File: src/rtl/alu_pkg.sv
// -----------------------------------------------------------------------------
// alu_pkg
//
// Shared definitions for the execution-stage ALU and the opcode decoder that
// feeds it.
//
// Contents:
//   - ALU_OP_* : the nine legal 4-bit ALU_OP encodings. Codes 1001..1111 are
//                illegal.
//   - alu_state_e : control FSM states of alu_seq_exec (IDLE / SHIFT / DONE).
//   - alu_op_is_shift()   : true for sll / srl.
//   - alu_op_is_illegal() : true for any code above slt.
//
// Build option: ALU_FAST_SHIFT_EN (see alu_seq_exec). This package is the same
// in both builds.
// -----------------------------------------------------------------------------
package alu_pkg;

    // ALU_OP encodings. These values are shared with the decoder, so they must
    // not be renumbered.
    localparam logic [3:0] ALU_OP_ADD = 4'b0000;
    localparam logic [3:0] ALU_OP_SUB = 4'b0001;
    localparam logic [3:0] ALU_OP_AND = 4'b0010;
    localparam logic [3:0] ALU_OP_OR  = 4'b0011;
    localparam logic [3:0] ALU_OP_XOR = 4'b0100;
    localparam logic [3:0] ALU_OP_NOR = 4'b0101;
    localparam logic [3:0] ALU_OP_SLL = 4'b0110;
    localparam logic [3:0] ALU_OP_SRL = 4'b0111;
    localparam logic [3:0] ALU_OP_SLT = 4'b1000;

    // Control FSM states. SHIFT is only reachable in the iterative-shift build.
    typedef enum logic [1:0] {
        ST_IDLE  = 2'b00,
        ST_SHIFT = 2'b01,
        ST_DONE  = 2'b10
    } alu_state_e;

    function automatic logic alu_op_is_shift(input logic [3:0] op);
        return (op == ALU_OP_SLL) || (op == ALU_OP_SRL);
    endfunction

    // Every code above slt is unused and is treated as illegal.
    function automatic logic alu_op_is_illegal(input logic [3:0] op);
        return (op > ALU_OP_SLT);
    endfunction

endpackage

File: src/rtl/alu_comb_core.sv
// -----------------------------------------------------------------------------
// alu_comb_core
//
// Purely combinational datapath of the ALU. It holds no state.
//
// Build option: ALU_FAST_SHIFT_EN
//   defined     : sll/srl are computed here with a barrel shifter. The amount
//                 is oper_b[SHAMT_W-1:0].
//   not defined : for sll/srl, comb_result passes oper_a through unchanged.
//                 alu_seq_exec loads this value and shifts it one bit per
//                 cycle.
//
// Parameters:
//   WIDTH   - operand/result width
//   SHAMT_W - shift-amount width. This parameter exists only in the
//             fast-shift build.
//
// Ports:
//   alu_op      in   4      operation code (see alu_pkg)
//   oper_a      in   WIDTH  operand A
//   oper_b      in   WIDTH  operand B
//   comb_result out  WIDTH  result. It is 0 for illegal codes.
//   illegal     out  1      alu_op is 1001..1111
// -----------------------------------------------------------------------------
module alu_comb_core
    import alu_pkg::*;
#(
    parameter int WIDTH = 32
`ifdef ALU_FAST_SHIFT_EN
    ,
    parameter int SHAMT_W = 5
`endif
) (
    input  logic [3:0]       alu_op,
    input  logic [WIDTH-1:0] oper_a,
    input  logic [WIDTH-1:0] oper_b,
    output logic [WIDTH-1:0] comb_result,
    output logic             illegal
);

    always_comb begin
        comb_result = '0;
        illegal     = alu_op_is_illegal(alu_op);

        case (alu_op)
            // Add and sub wrap modulo 2^WIDTH. Carry and overflow are dropped.
            ALU_OP_ADD: comb_result = oper_a + oper_b;
            ALU_OP_SUB: comb_result = oper_a - oper_b;
            ALU_OP_AND: comb_result = oper_a & oper_b;
            ALU_OP_OR:  comb_result = oper_a | oper_b;
            ALU_OP_XOR: comb_result = oper_a ^ oper_b;
            ALU_OP_NOR: comb_result = ~(oper_a | oper_b);
            ALU_OP_SLT: comb_result = {{(WIDTH-1){1'b0}},
                                       ($signed(oper_a) < $signed(oper_b))};
`ifdef ALU_FAST_SHIFT_EN
            ALU_OP_SLL: comb_result = oper_a << oper_b[SHAMT_W-1:0];
            ALU_OP_SRL: comb_result = oper_a >> oper_b[SHAMT_W-1:0];
`else
            // The sequencer shifts this value iteratively. It starts from A.
            ALU_OP_SLL,
            ALU_OP_SRL: comb_result = oper_a;
`endif
            default:    comb_result = '0;
        endcase
    end

endmodule

File: src/rtl/alu_seq_exec.sv
// -----------------------------------------------------------------------------
// alu_seq_exec
//
// Execution-stage ALU placed between ID/EX and EX/MEM.
//   - An operation is accepted on in_valid && in_ready.
//   - The result is returned on out_valid / out_ready.
//   - Logic and arithmetic ops produce out_valid one cycle after accept.
//   - In the default build, sll/srl shift one bit per cycle. Latency is
//     1 + amount, so upstream stalls while a long shift runs.
//
// Build option: ALU_FAST_SHIFT_EN
//   defined     : shifts use the barrel shifter in alu_comb_core and complete
//                 with latency 1. The SHIFT state, the counter and the
//                 direction flop are not built.
//   not defined : iterative shifter.
//   The handshake is the same in both builds.
//
// Parameters:
//   WIDTH   - operand/result width (default 32)
//   SHAMT_W - low bits of oper_b used as the shift amount. Must equal
//             log2(WIDTH).
//
// Ports:
//   clk        in   1      rising-edge clock
//   rst        in   1      asynchronous reset, active low
//   in_valid   in   1      upstream offers an operation
//   in_ready   out  1      high only in IDLE
//   alu_op     in   4      operation code (see alu_pkg)
//   oper_a     in   WIDTH  operand A. This is the value shifted by sll/srl.
//   oper_b     in   WIDTH  operand B. The shift amount is in [SHAMT_W-1:0].
//   out_valid  out  1      result/zero/illegal_op are valid
//   out_ready  in   1      downstream takes the result
//   result     out  WIDTH  registered result
//   zero       out  1      registered (result == 0)
//   illegal_op out  1      the accepted alu_op was 1001..1111
// -----------------------------------------------------------------------------
module alu_seq_exec
    import alu_pkg::*;
#(
    parameter int WIDTH   = 32,
    parameter int SHAMT_W = 5
) (
    input  logic             clk,
    input  logic             rst,
    input  logic             in_valid,
    output logic             in_ready,
    input  logic [3:0]       alu_op,
    input  logic [WIDTH-1:0] oper_a,
    input  logic [WIDTH-1:0] oper_b,
    output logic             out_valid,
    input  logic             out_ready,
    output logic [WIDTH-1:0] result,
    output logic             zero,
    output logic             illegal_op
);

    alu_state_e       state_q, state_d;
    logic [WIDTH-1:0] result_q, result_d;
    logic             zero_q, zero_d;
    logic             illegal_q, illegal_d;

`ifndef ALU_FAST_SHIFT_EN
    // Shift bits still to perform, and the latched direction (1 = left).
    logic [SHAMT_W-1:0] count_q, count_d;
    logic               dir_left_q, dir_left_d;
`endif

    logic [WIDTH-1:0] core_result;
    logic             core_illegal;
    logic             accept;

    alu_comb_core #(
        .WIDTH   (WIDTH)
`ifdef ALU_FAST_SHIFT_EN
        ,
        .SHAMT_W (SHAMT_W)
`endif
    ) u_core (
        .alu_op      (alu_op),
        .oper_a      (oper_a),
        .oper_b      (oper_b),
        .comb_result (core_result),
        .illegal     (core_illegal)
    );

    assign in_ready   = (state_q == ST_IDLE);
    assign out_valid  = (state_q == ST_DONE);
    assign accept     = in_valid && in_ready;
    assign result     = result_q;
    assign zero       = zero_q;
    assign illegal_op = illegal_q;

    // -------------------------------------------------------------------------
    // Next-state and datapath logic
    // -------------------------------------------------------------------------
    always_comb begin
        state_d    = state_q;
        result_d   = result_q;
        illegal_d  = illegal_q;
`ifndef ALU_FAST_SHIFT_EN
        count_d    = count_q;
        dir_left_d = dir_left_q;
`endif

        case (state_q)
            ST_IDLE: begin
                if (accept) begin
                    // Illegal codes already give 0 from the core. A new
                    // accept clears a stale illegal flag.
                    result_d  = core_result;
                    illegal_d = core_illegal;
                    state_d   = ST_DONE;
`ifndef ALU_FAST_SHIFT_EN
                    if (alu_op_is_shift(alu_op)) begin
                        count_d    = oper_b[SHAMT_W-1:0];
                        dir_left_d = (alu_op == ALU_OP_SLL);
                        // A zero amount skips SHIFT. The result is oper_a.
                        if (oper_b[SHAMT_W-1:0] != '0) begin
                            state_d = ST_SHIFT;
                        end
                    end
`endif
                end
            end

`ifndef ALU_FAST_SHIFT_EN
            ST_SHIFT: begin
                result_d = dir_left_q ? (result_q << 1) : (result_q >> 1);
                count_d  = count_q - SHAMT_W'(1);
                // The shift made while the count is 1 is the last one.
                if (count_q == SHAMT_W'(1)) begin
                    state_d = ST_DONE;
                end
            end
`endif

            ST_DONE: begin
                // result/zero/illegal hold until downstream takes them.
                if (out_ready) begin
                    state_d = ST_IDLE;
                end
            end

            default: state_d = ST_IDLE;
        endcase

        // zero follows the value written into result, so it always matches it.
        zero_d = (result_d == '0);
    end

    // -------------------------------------------------------------------------
    // State registers
    // -------------------------------------------------------------------------
    always_ff @(posedge clk or negedge rst) begin
        if (!rst) begin
            state_q    <= ST_IDLE;
            result_q   <= '0;
            zero_q     <= 1'b1;
            illegal_q  <= 1'b0;
`ifndef ALU_FAST_SHIFT_EN
            count_q    <= '0;
            dir_left_q <= 1'b0;
`endif
        end else begin
            state_q    <= state_d;
            result_q   <= result_d;
            zero_q     <= zero_d;
            illegal_q  <= illegal_d;
`ifndef ALU_FAST_SHIFT_EN
            count_q    <= count_d;
            dir_left_q <= dir_left_d;
`endif
        end
    end

endmodule

File: config.mk
export PLATFORM = sky130hd
export DESIGN_NAME = alu_seq_exec
export DESIGN_NICKNAME = d
export VERILOG_FILES = /design/src/rtl/alu_pkg.sv /design/src/rtl/alu_comb_core.sv /design/src/rtl/alu_seq_exec.sv
export SDC_FILE = /design/constraint.sdc
export NUM_CORES = 1
export LEC_CHECK = 0
export CAP_MARGIN = 20
export CORE_MARGIN = 2
export CORE_UTILIZATION = 35
export DETAILED_ROUTE_END_ITERATION = 7
export PLACE_DENSITY = 0.6
export SLEW_MARGIN = 30
export SYNTH_ARGS = -nofsm -noshare
export SYNTH_HDL_FRONTEND = slang
export SYNTH_SLANG_ARGS = --single-unit
File: constraint.sdc
create_clock -name clk -period 9.2 [get_ports clk]
set_input_delay 0.92 -clock clk [delete_from_list [all_inputs] [get_ports clk]]
set_output_delay 0.92 -clock clk [all_outputs]
set_load 0.01 [all_outputs]
==> results of run 1 <==
[metal layers]
metal | vias to the layer above | share of wire
met5 | - | 0
met4 | 0 | 0.032
met3 | 80 | 0.092
met2 | 574 | 0.43
met1 | 4810 | 0.44
li1 | 4679 | -
[how the worst min path moves through the flow]
stage                    start          to  slack [ps]
floorplan           count_q[4]  count_q[4]         470
global placement    illegal_op  illegal_op         480
detailed placement  illegal_op  illegal_op         490
finish              illegal_op  illegal_op         500
CTS                 illegal_op  illegal_op         500
global route        illegal_op  illegal_op         560
[cell usage after synthesis (7+ instances only)]
cell type / number / share of area
nand3_1: 20 / 0.011
a221oi_1: 14 / 0.014
o21bai_1: 9 / 0.0077
a311oi_1: 7 / 0.0070
a221o_1: 7 / 0.0080
or4_1: 7 / 0.0060
nor2_1: 113 / 0.048
nor2b_1: 16 / 0.011
xnor2_1: 18 / 0.018
mux2i_1: 23 / 0.026
a31oi_1: 16 / 0.011
o21ai_1: 10 / 0.0057
nand2_1: 111 / 0.048
ha_1: 115 / 0.16
a22oi_1: 37 / 0.032
buf_1: 7 / 0.0030
o221ai_1: 9 / 0.0090
buf_2: 17 / 0.0097
o31ai_1: 15 / 0.013
inv_1: 105 / 0.045
clkbuf_1: 53 / 0.023
o211ai_1: 20 / 0.017
nand2b_1: 12 / 0.0086
mux2_2: 13 / 0.017
nand4_1: 11 / 0.0079
nor3_1: 30 / 0.017
o21ai_0: 72 / 0.041
a211oi_1: 21 / 0.018
and2_1: 7 / 0.0050
o21a_1: 8 / 0.0069
o2111ai_1: 7 / 0.0070
a21o_1: 13 / 0.011
a21oi_1: 115 / 0.066
nor4_1: 19 / 0.014
dfrtp_1: 41 / 0.12
[cell families (layout without fill, tap and decap cells)]
| logic type | count (synthesis) | after routing | share of synthesized area |
|---|---|---|---|
| flops | 42 | 42 | 0.120 |
| fa+ha+maj | 117 | 117 | 0.169 |
| buf+inv | 192 | 250 | 0.0872 |
| compound gates | 450 | 450 | 0.352 |
| mux | 37 | 37 | 0.0442 |
| xor+xnor | 18 | 18 | 0.0180 |
| simple gates | 381 | 381 | 0.210 |
[stage by stage]
stage / worst slack (ps) / instance area, µm² / hold WS, ps / total power, W / util
after floorplan: 5220 / 8770 / 471 / 0.000806 / -
after CTS: 3870 / 10200 / 504 / 0.00131 / 0.418
after detailed placement: 3600 / 10100 / 489 / 0.00112 / 0.412
after global placement: 3580 / 10100 / 476 / 0.00112 / 0.412
final: 3610 / 10200 / 500 / 0.00133 / 0.418
after global routing: 3530 / 10200 / 558 / 0.00141 / 0.418
[tightest hold or removal path, cell delays in order, from the launching register on]
cell,delay [ps]
dfrtp_1,350
nand2_1,50
o21ai_0,60
[power by group]
| part | internal (W) | leakage, nW | switching [W] |
|---|---|---|---|
| registers | 0.000232 | 0.547 | 0.0000906 |
| logic | 0.000347 | 3.71 | 0.000476 |
| clock network | 0.000101 | 0.0698 | 0.0000837 |
[sequential cells by signal (all words and copies together) (netlist names)]
register / cells
result: 32
count_q: 5
state_q: 2
dir_left_q: 1
illegal_op: 1
zero: 1
[layout make-up]
class | instances | area share
sequential | 42 | 0.103
tap | 324 | 0.0396
clock buffer | 5 | 0.0122
clock inverter | 3 | 0.00208
inverter | 111 | 0.0407
timing repair buffer | 131 | 0.121
multi-input combinational | 1003 | 0.682
==> flow_summary.json, run 1 <==
{
  "status": "completed",
  "seq_area_um2": 1050,
  "syn_nets": 1426,
  "fp-row-count": 57,
  "insertion_delay_ps": 290,
  "timing.final.crit_share": 0.607,
  "crit_end": "zero",
  "hpwl_mm": 28.9,
  "p_leak_nw": 4.32,
  "seq_area_frac_synth": 0.120,
  "layout_common_cells": "a21oi_1 (115), ha_1 (115), nor2_1 (113)",
  "cts_resized": 0,
  "grt_usage": 0.278,
  "clock_tree.root_cell": "clkbuf_16",
  "startpoint_type": "input port",
  "grt_max_degree": 43,
  "dieHeight_um": 162,
  "min_path_type": "reg2reg",
  "synth_cell_type_count": 89,
  "die_w_um": 162,
  "critical_path_class": "in2reg",
  "slew_viol_final": 0,
  "start_util": 0.358,
  "fp.coreArea_um2": 24500,
  "vias": 10100,
  "crit_cells": 13,
  "cp_slowest_stage_delay_ps": 820,
  "arrival_ps": 5800,
  "cp_cell_sequence": "clkdlybuf4s50_1, inv_1, ha_1, a211oi_1, nor2_1, a211oi_1, o21ai_0, a31oi_1, a21oi_1, o21ai_0, o2111ai_1, a2111o_1, nor4b_2",
  "clkSinkCount": 42,
  "use_met2": 0.427,
  "period_minus_slack_ps": 5590,
  "path_clk_slew_ps": 70,
  "critPathRequiredTime_ps": 9410,
  "multi_input_area_um2": 6980,
  "synth-edff-count": 0,
  "finalWirelength_mm": 37.5,
  "setup_violations": 0,
  "grt_pass1_wl_mm": 57.1,
  "crit_family": "compound AO/OA/AOI/OAI gates",
  "netlist_area_um2": 8770,
  "startpoint": "oper_b[1]",
  "rr_endpoint": "zero",
  "die_area_um2": 26300,
  "fillers": 2603,
  "cp_slowest_cell": "a211oi_1",
  "drv_cap": 0,
  "pin_count": 108,
  "hold_viol_final": 0,
  "antenna_left": 0,
  "drc": 0,
  "max-clock-path-buffers": 2,
  "drt_iter0_markers": 1143,
  "hold_buffers": 0,
  "cts_tree": "yes",
  "fin_skew_ps": 4.98,
  "syn_area_per_cell_um2": 7.09,
  "busiest_layer": "met2",
  "setup_tns_ps": 0,
  "ff2ff_path_depth": 12,
  "drive_gt1_frac": 0.0656,
  "ys.flop_type": "dfrtp_1",
  "critPathBufInv": 2,
  "place_inst": 1611,
  "areaGrowthSynthToFinish_pct": 16.8,
  "synthesis.instances": 1237,
  "n_antenna_cell": 0,
  "stdcell_count": 1619,
  "slew_headroom": 0.341,
  "antenna_found_initial": 0,
  "port_buffers": 107,
  "met3_usage": 0.0442,
  "crit_path_end_kind": "register",
  "r2r-start": "state_q[1]",
  "cp_max_fo": 6,
  "post_cts_buffers": 0,
  "overflow": 0,
  "routed_via_density": 6.26,
  "grt_util_met1": 0.398,
  "grt_pass1_vias": 9490,
  "async_flop_share": 1.00,
  "nNetsFinal": 1483,
  "firstDrtPassIters": 6,
  "wl_per_cell_um": 23.2,
  "worst_slew_pin_slew_ps": 983,
  "place.gp.congestion": 0.971,
  "ir_worst_vdd_uv": 79.4,
  "p_per_area_nw_per_um2": 130,
  "r2r_setup_slack_ps": 5190,
  "yosys_warnings": 0,
  "rsz0062_at_grt": "false",
  "ys_ff_latch": 42,
  "h-tree-depth": 2,
  "numCtsBuffers": 5,
  "hold_depth": 2,
  "fmax_ghz": 0.179
}
Power figures use the tool's default switching activity.
==> inputs of run 2 (changes only) <==
==> constraint.sdc (replaced) <==
create_clock -name clk -period 5.4 [get_ports clk]
set_input_delay 0.54 -clock clk [delete_from_list [all_inputs] [get_ports clk]]
set_output_delay 0.54 -clock clk [all_outputs]
set_load 0.01 [all_outputs]
==> flow_summary.json, run 2 (same netlist as run 1, synthesis figures left out) <==
{
  "status": "completed",
  "max-clock-path-buffers": 2,
  "nNetsFinal": 1504,
  "finalWirelength_mm": 37.8,
  "h-tree-depth": 2,
  "antenna_left": 0,
  "cts_resized": 0,
  "hold_viol_final": 0,
  "critical_path_class": "in2reg",
  "post_cts_buffers": 0,
  "place.gp.congestion": 0.999,
  "die_w_um": 162,
  "firstDrtPassIters": 5,
  "grt_pass1_vias": 9606,
  "vias": 10200,
  "hold_buffers": 0,
  "ir_worst_vdd_uv": 190,
  "cp_slowest_stage_delay_ps": 610,
  "finalPower_w": 0.00230,
  "holdWs_ps": 269,
  "startpoint_type": "input port",
  "cts_tree": "yes",
  "wl_met2_mm": 16.6,
  "grt_max_degree": 31,
  "cp_slowest_cell": "or4_1",
  "slew_viol_final": 0,
  "critPathRequiredTime_ps": 5590,
  "fmax_ghz": 0.210,
  "largest_reg_flops": 32,
  "fp.coreArea_um2": 24500,
  "p_leak_nw": 4.43,
  "fin_skew_ps": 8.77,
  "antenna_found_initial": 1,
  "wl_per_cell_um": 23.0,
  "overflow": 0,
  "grt_pass1_wl_mm": 57.4,
  "slew_headroom": 0.346,
  "drt_iter0_markers": 1299,
  "rsz0062_at_grt": "false",
  "drive_gt1_frac": 0.0798,
  "grt_usage": 0.280,
  "cp_max_fo": 12,
  "min_path_type": "in2async",
  "met3_wirelength_mm": 3.60,
  "post-route-util": 0.426,
  "wl_met1_mm": 16.4,
  "pin_count": 108,
  "crit_path_end_kind": "register",
  "period_minus_slack_ps": 4750,
  "worst_slew_pin_slew_ps": 979,
  "dieHeight_um": 162,
  "clock_tree.root_cell": "clkbuf_16",
  "port_buffers": 107,
  "timing.final.crit_share": 0.880,
  "drv_cap": 0,
  "path_clk_slew_ps": 70,
  "p_per_area_nw_per_um2": 221,
  "routed_via_density": 6.23,
  "fp-row-count": 57,
  "highest_layer": "met4",
  "clkSinkCount": 42,
  "start_util": 0.358,
  "setup_tns_ps": 0,
  "areaGrowthSynthToFinish_pct": 18.7,
  "cp_cell_sequence": "clkdlybuf4s50_1, inv_1, ha_1, a21oi_1, nor2b_1, a21o_1, nor2_1, a311oi_1, o211ai_1, or4_1, nor4_1, and4b_1, nand3b_1, nor4b_2",
  "drc": 0,
  "n_antenna_cell": 0,
  "die_area_um2": 26300,
  "layout_common_cells": "a21oi_1 (115), ha_1 (115), nor2_1 (113)",
  "insertion_delay_ps": 290,
  "numCtsBuffers": 5,
  "arrival_ps": 4940,
  "setup_violations": 0,
  "hpwl_mm": 29.5
}
-- run 2: cell type report --
class,instances,area (µm²)
clock buffers,5,125
well taps,324,405
multi-input cells,1003,6970
fillers,2572,14100
inverters,111,417
clock inverters,3,28.8
repair buffers,152,1410
flip-flops and latches,42,1050
-- run 2: worst paths after layout --
kind | endpoint | depth (start not counted) | slack, ps | from
max | zero | 14 | 650 | oper_a[4]
min | result[22] | 1 | 270 | rst
max reg2reg | zero | 12 | 1460 | state_q[1]
min reg2reg | count_q[4] | 2 | 510 | count_q[4]
max in group asynchronous | result[7] | 2 | 4620 | rst
min in group clk | count_q[4] | 2 | 510 | count_q[4]
-- run 2: power breakdown --
group          switching (W)  internal (W)  total (W)
sequential          0.000152      0.000397   0.000549
combinational       0.000823      0.000608    0.00143
clock               0.000141      0.000177   0.000318
-- run 2: critical path: cells and delay by family --
family,cells,cell delay [ps]
AOI/OAI and AO/OA,4,1320
adders and majority gates,1,490
buffers and inverters,2,630
and+or+nand+nor,7,1960
-- run 2: per-stage QoR --
stage	cells	worst slack (ps)	instance area [µm²]
after floorplan	1237	1800	8770
after global placement	1631	528	10200
after detailed placement	1632	526	10300
after CTS	1640	786	10400
after global routing	1640	504	10400
final	1640	649	10400
-- run 2: metal layers --
metal  vias to the layer above  GRT usage
li1                       4713          -
met1                      4874      0.393
met2                       551      0.438
met3                        81     0.0531
met4                         0     0.0776
met5                         -          0
==> inputs of run 3 (changes only) <==
--- a/config.mk
+++ b/config.mk
@@ -5,8 +5,6 @@
 export SDC_FILE = /design/constraint.sdc
 export NUM_CORES = 1
 export LEC_CHECK = 0
-export CAP_MARGIN = 20
-export CORE_MARGIN = 2
 export CORE_UTILIZATION = 35
 export DETAILED_ROUTE_END_ITERATION = 7
 export PLACE_DENSITY = 0.6
==> flow_summary.json, run 3 (same netlist as run 1, synthesis figures left out) <==
{
  "grt_max_degree": 43,
  "hpwl_mm": 29.5,
  "finalWirelength_mm": 37.7,
  "cts_resized": 0,
  "multi_input_area_um2": 6970,
  "startpoint": "oper_b[1]",
  "crit_path_end_kind": "register",
  "hold_buffers": 0,
  "p_per_area_nw_per_um2": 224,
  "highest_layer": "met5",
  "setup_tns_ps": 0,
  "p_seq_frac": 0.229,
  "ir_worst_vdd_uv": 197,
  "vias": 10400,
  "fp-row-count": 57,
  "min_path_type": "in2async",
  "p_int_w": 0.00123,
  "die_area_um2": 25700,
  "nNetsFinal": 1506,
  "critical_path_class": "in2reg",
  "worst_slew_pin_slew_ps": 969,
  "drc": 0,
  "p_sw_frac": 0.474,
  "hold_viol_final": 0,
  "post_cts_buffers": 0,
  "antenna_left": 0,
  "start_util": 0.358,
  "seq_area_um2": 1050,
  "areaGrowthSynthToFinish_pct": 18.9,
  "p_leak_nw": 4.44,
  "largest_reg_flops": 32,
  "arrival_ps": 4780,
  "port_buffers": 107,
  "path_clk_slew_ps": 70,
  "dieHeight_um": 160,
  "startpoint_type": "input port",
  "cp_max_fo": 6,
  "fp.coreArea_um2": 24500,
  "grt_pass1_vias": 9568,
  "n_antenna_cell": 0,
  "met3_wirelength_mm": 3.49,
  "wl_met2_mm": 16.4,
  "drive_gt1_frac": 0.0804,
  "insertion_delay_ps": 300,
  "critPathRequiredTime_ps": 5610,
  "rsz0062_at_grt": "false",
  "overflow": 0,
  "switching_power_w": 0.00110,
  "timing.final.crit_share": 0.846,
  "fmax_ghz": 0.219,
  "routed_via_density": 6.34,
  "layout_setup_ws_ps": 830,
  "place.gp.congestion": 1.01,
  "wl_per_cell_um": 22.9,
  "antenna_found_initial": 2,
  "status": "completed",
  "numCtsBuffers": 5,
  "cts_tree": "yes",
  "setup_violations": 0,
  "power_frac_clock": 0.154,
  "fin_skew_ps": 4.40,
  "r2r-start": "dir_left_q",
  "grt_pass1_wl_mm": 57.2,
  "slew_headroom": 0.353,
  "drv_cap": 0,
  "pin_count": 108,
  "p_comb_frac": 0.617,
  "wl_met1_mm": 16.4,
  "die_w_um": 160,
  "stdcell_area_um2": 10400,
  "holdWs_ps": 235,
  "grt_usage": 0.286,
  "period_minus_slack_ps": 4570,
  "firstDrtPassIters": 6,
  "max-clock-path-buffers": 2,
  "post-route-util": 0.426,
  "drt_iter0_markers": 1167,
  "clkSinkCount": 42,
  "h-tree-depth": 2,
  "dpl_cell_area_um2": 10300,
  "clock_tree.root_cell": "clkbuf_16",
  "fillers": 2543,
  "slew_viol_final": 0,
  "pre_cts_ws_ps": 640,
  "layout_common_cells": "a21oi_1 (115), ha_1 (115), nor2_1 (113)"
}
-- run 3: final timing paths --
path / end / slack [ps] / cells after the start
hold / removal: count_q[3] / 240 / 1
min in group clk: illegal_op / 510 / 2
max in group asynchronous: result[6] / 4760 / 1
hold reg to reg: illegal_op / 510 / 2
setup reg to reg: zero / 1290 / 11
setup / recovery: zero / 830 / 13
-- run 3: area by class of cell --
type | count | share of cell area
clock buffer | 6 | 0.0124
clock inverter | 2 | 0.00360
inverter | 111 | 0.0400
multi-input combinational | 1003 | 0.669
sequential | 42 | 0.101
tap | 324 | 0.0389
timing repair buffer | 154 | 0.135
-- run 3: critical path, stage by stage --
cell,delay [ps]
clkdlybuf4s50_1,610
inv_1,140
ha_1,350
a211oi_1,370
nor2_1,180
a211oi_1,630
o21ai_0,370
a31oi_1,300
a21oi_1,100
o21ai_0,460
o2111ai_1,200
a2111o_1,320
nor4b_2,220
-- run 3: through the flow --
stage / power, W / std cells
after global routing: 0.00246 / 1642
final: 0.00233 / 1642
after detailed placement: 0.00194 / 1634
after CTS: 0.00229 / 1642
after global placement: 0.00193 / 1634
after floorplan: 0.00137 / 1237
-- run 3: power groups by stage --
| stage | logic (W) | registers [W] | clock network, W |
|---|---|---|---|
| 3_5_place_dp | 0.00140 | 0.000535 | 0 |
| 4_1_cts | 0.00141 | 0.000530 | 0.000353 |
| 2_1_floorplan | 0.000878 | 0.000495 | 0 |
| 3_3_place_gp | 0.00140 | 0.000535 | 0 |
| 5_1_grt | 0.00155 | 0.000544 | 0.000367 |
| 6_report | 0.00144 | 0.000533 | 0.000359 |
-- run 3: layer usage --
metal / track usage / vias to the layer above
met1: 0.397 / 4994
met2: 0.446 / 581
met5: 0 / -
met4: 0.0883 / 4
met3: 0.0525 / 108
li1: - / 4720
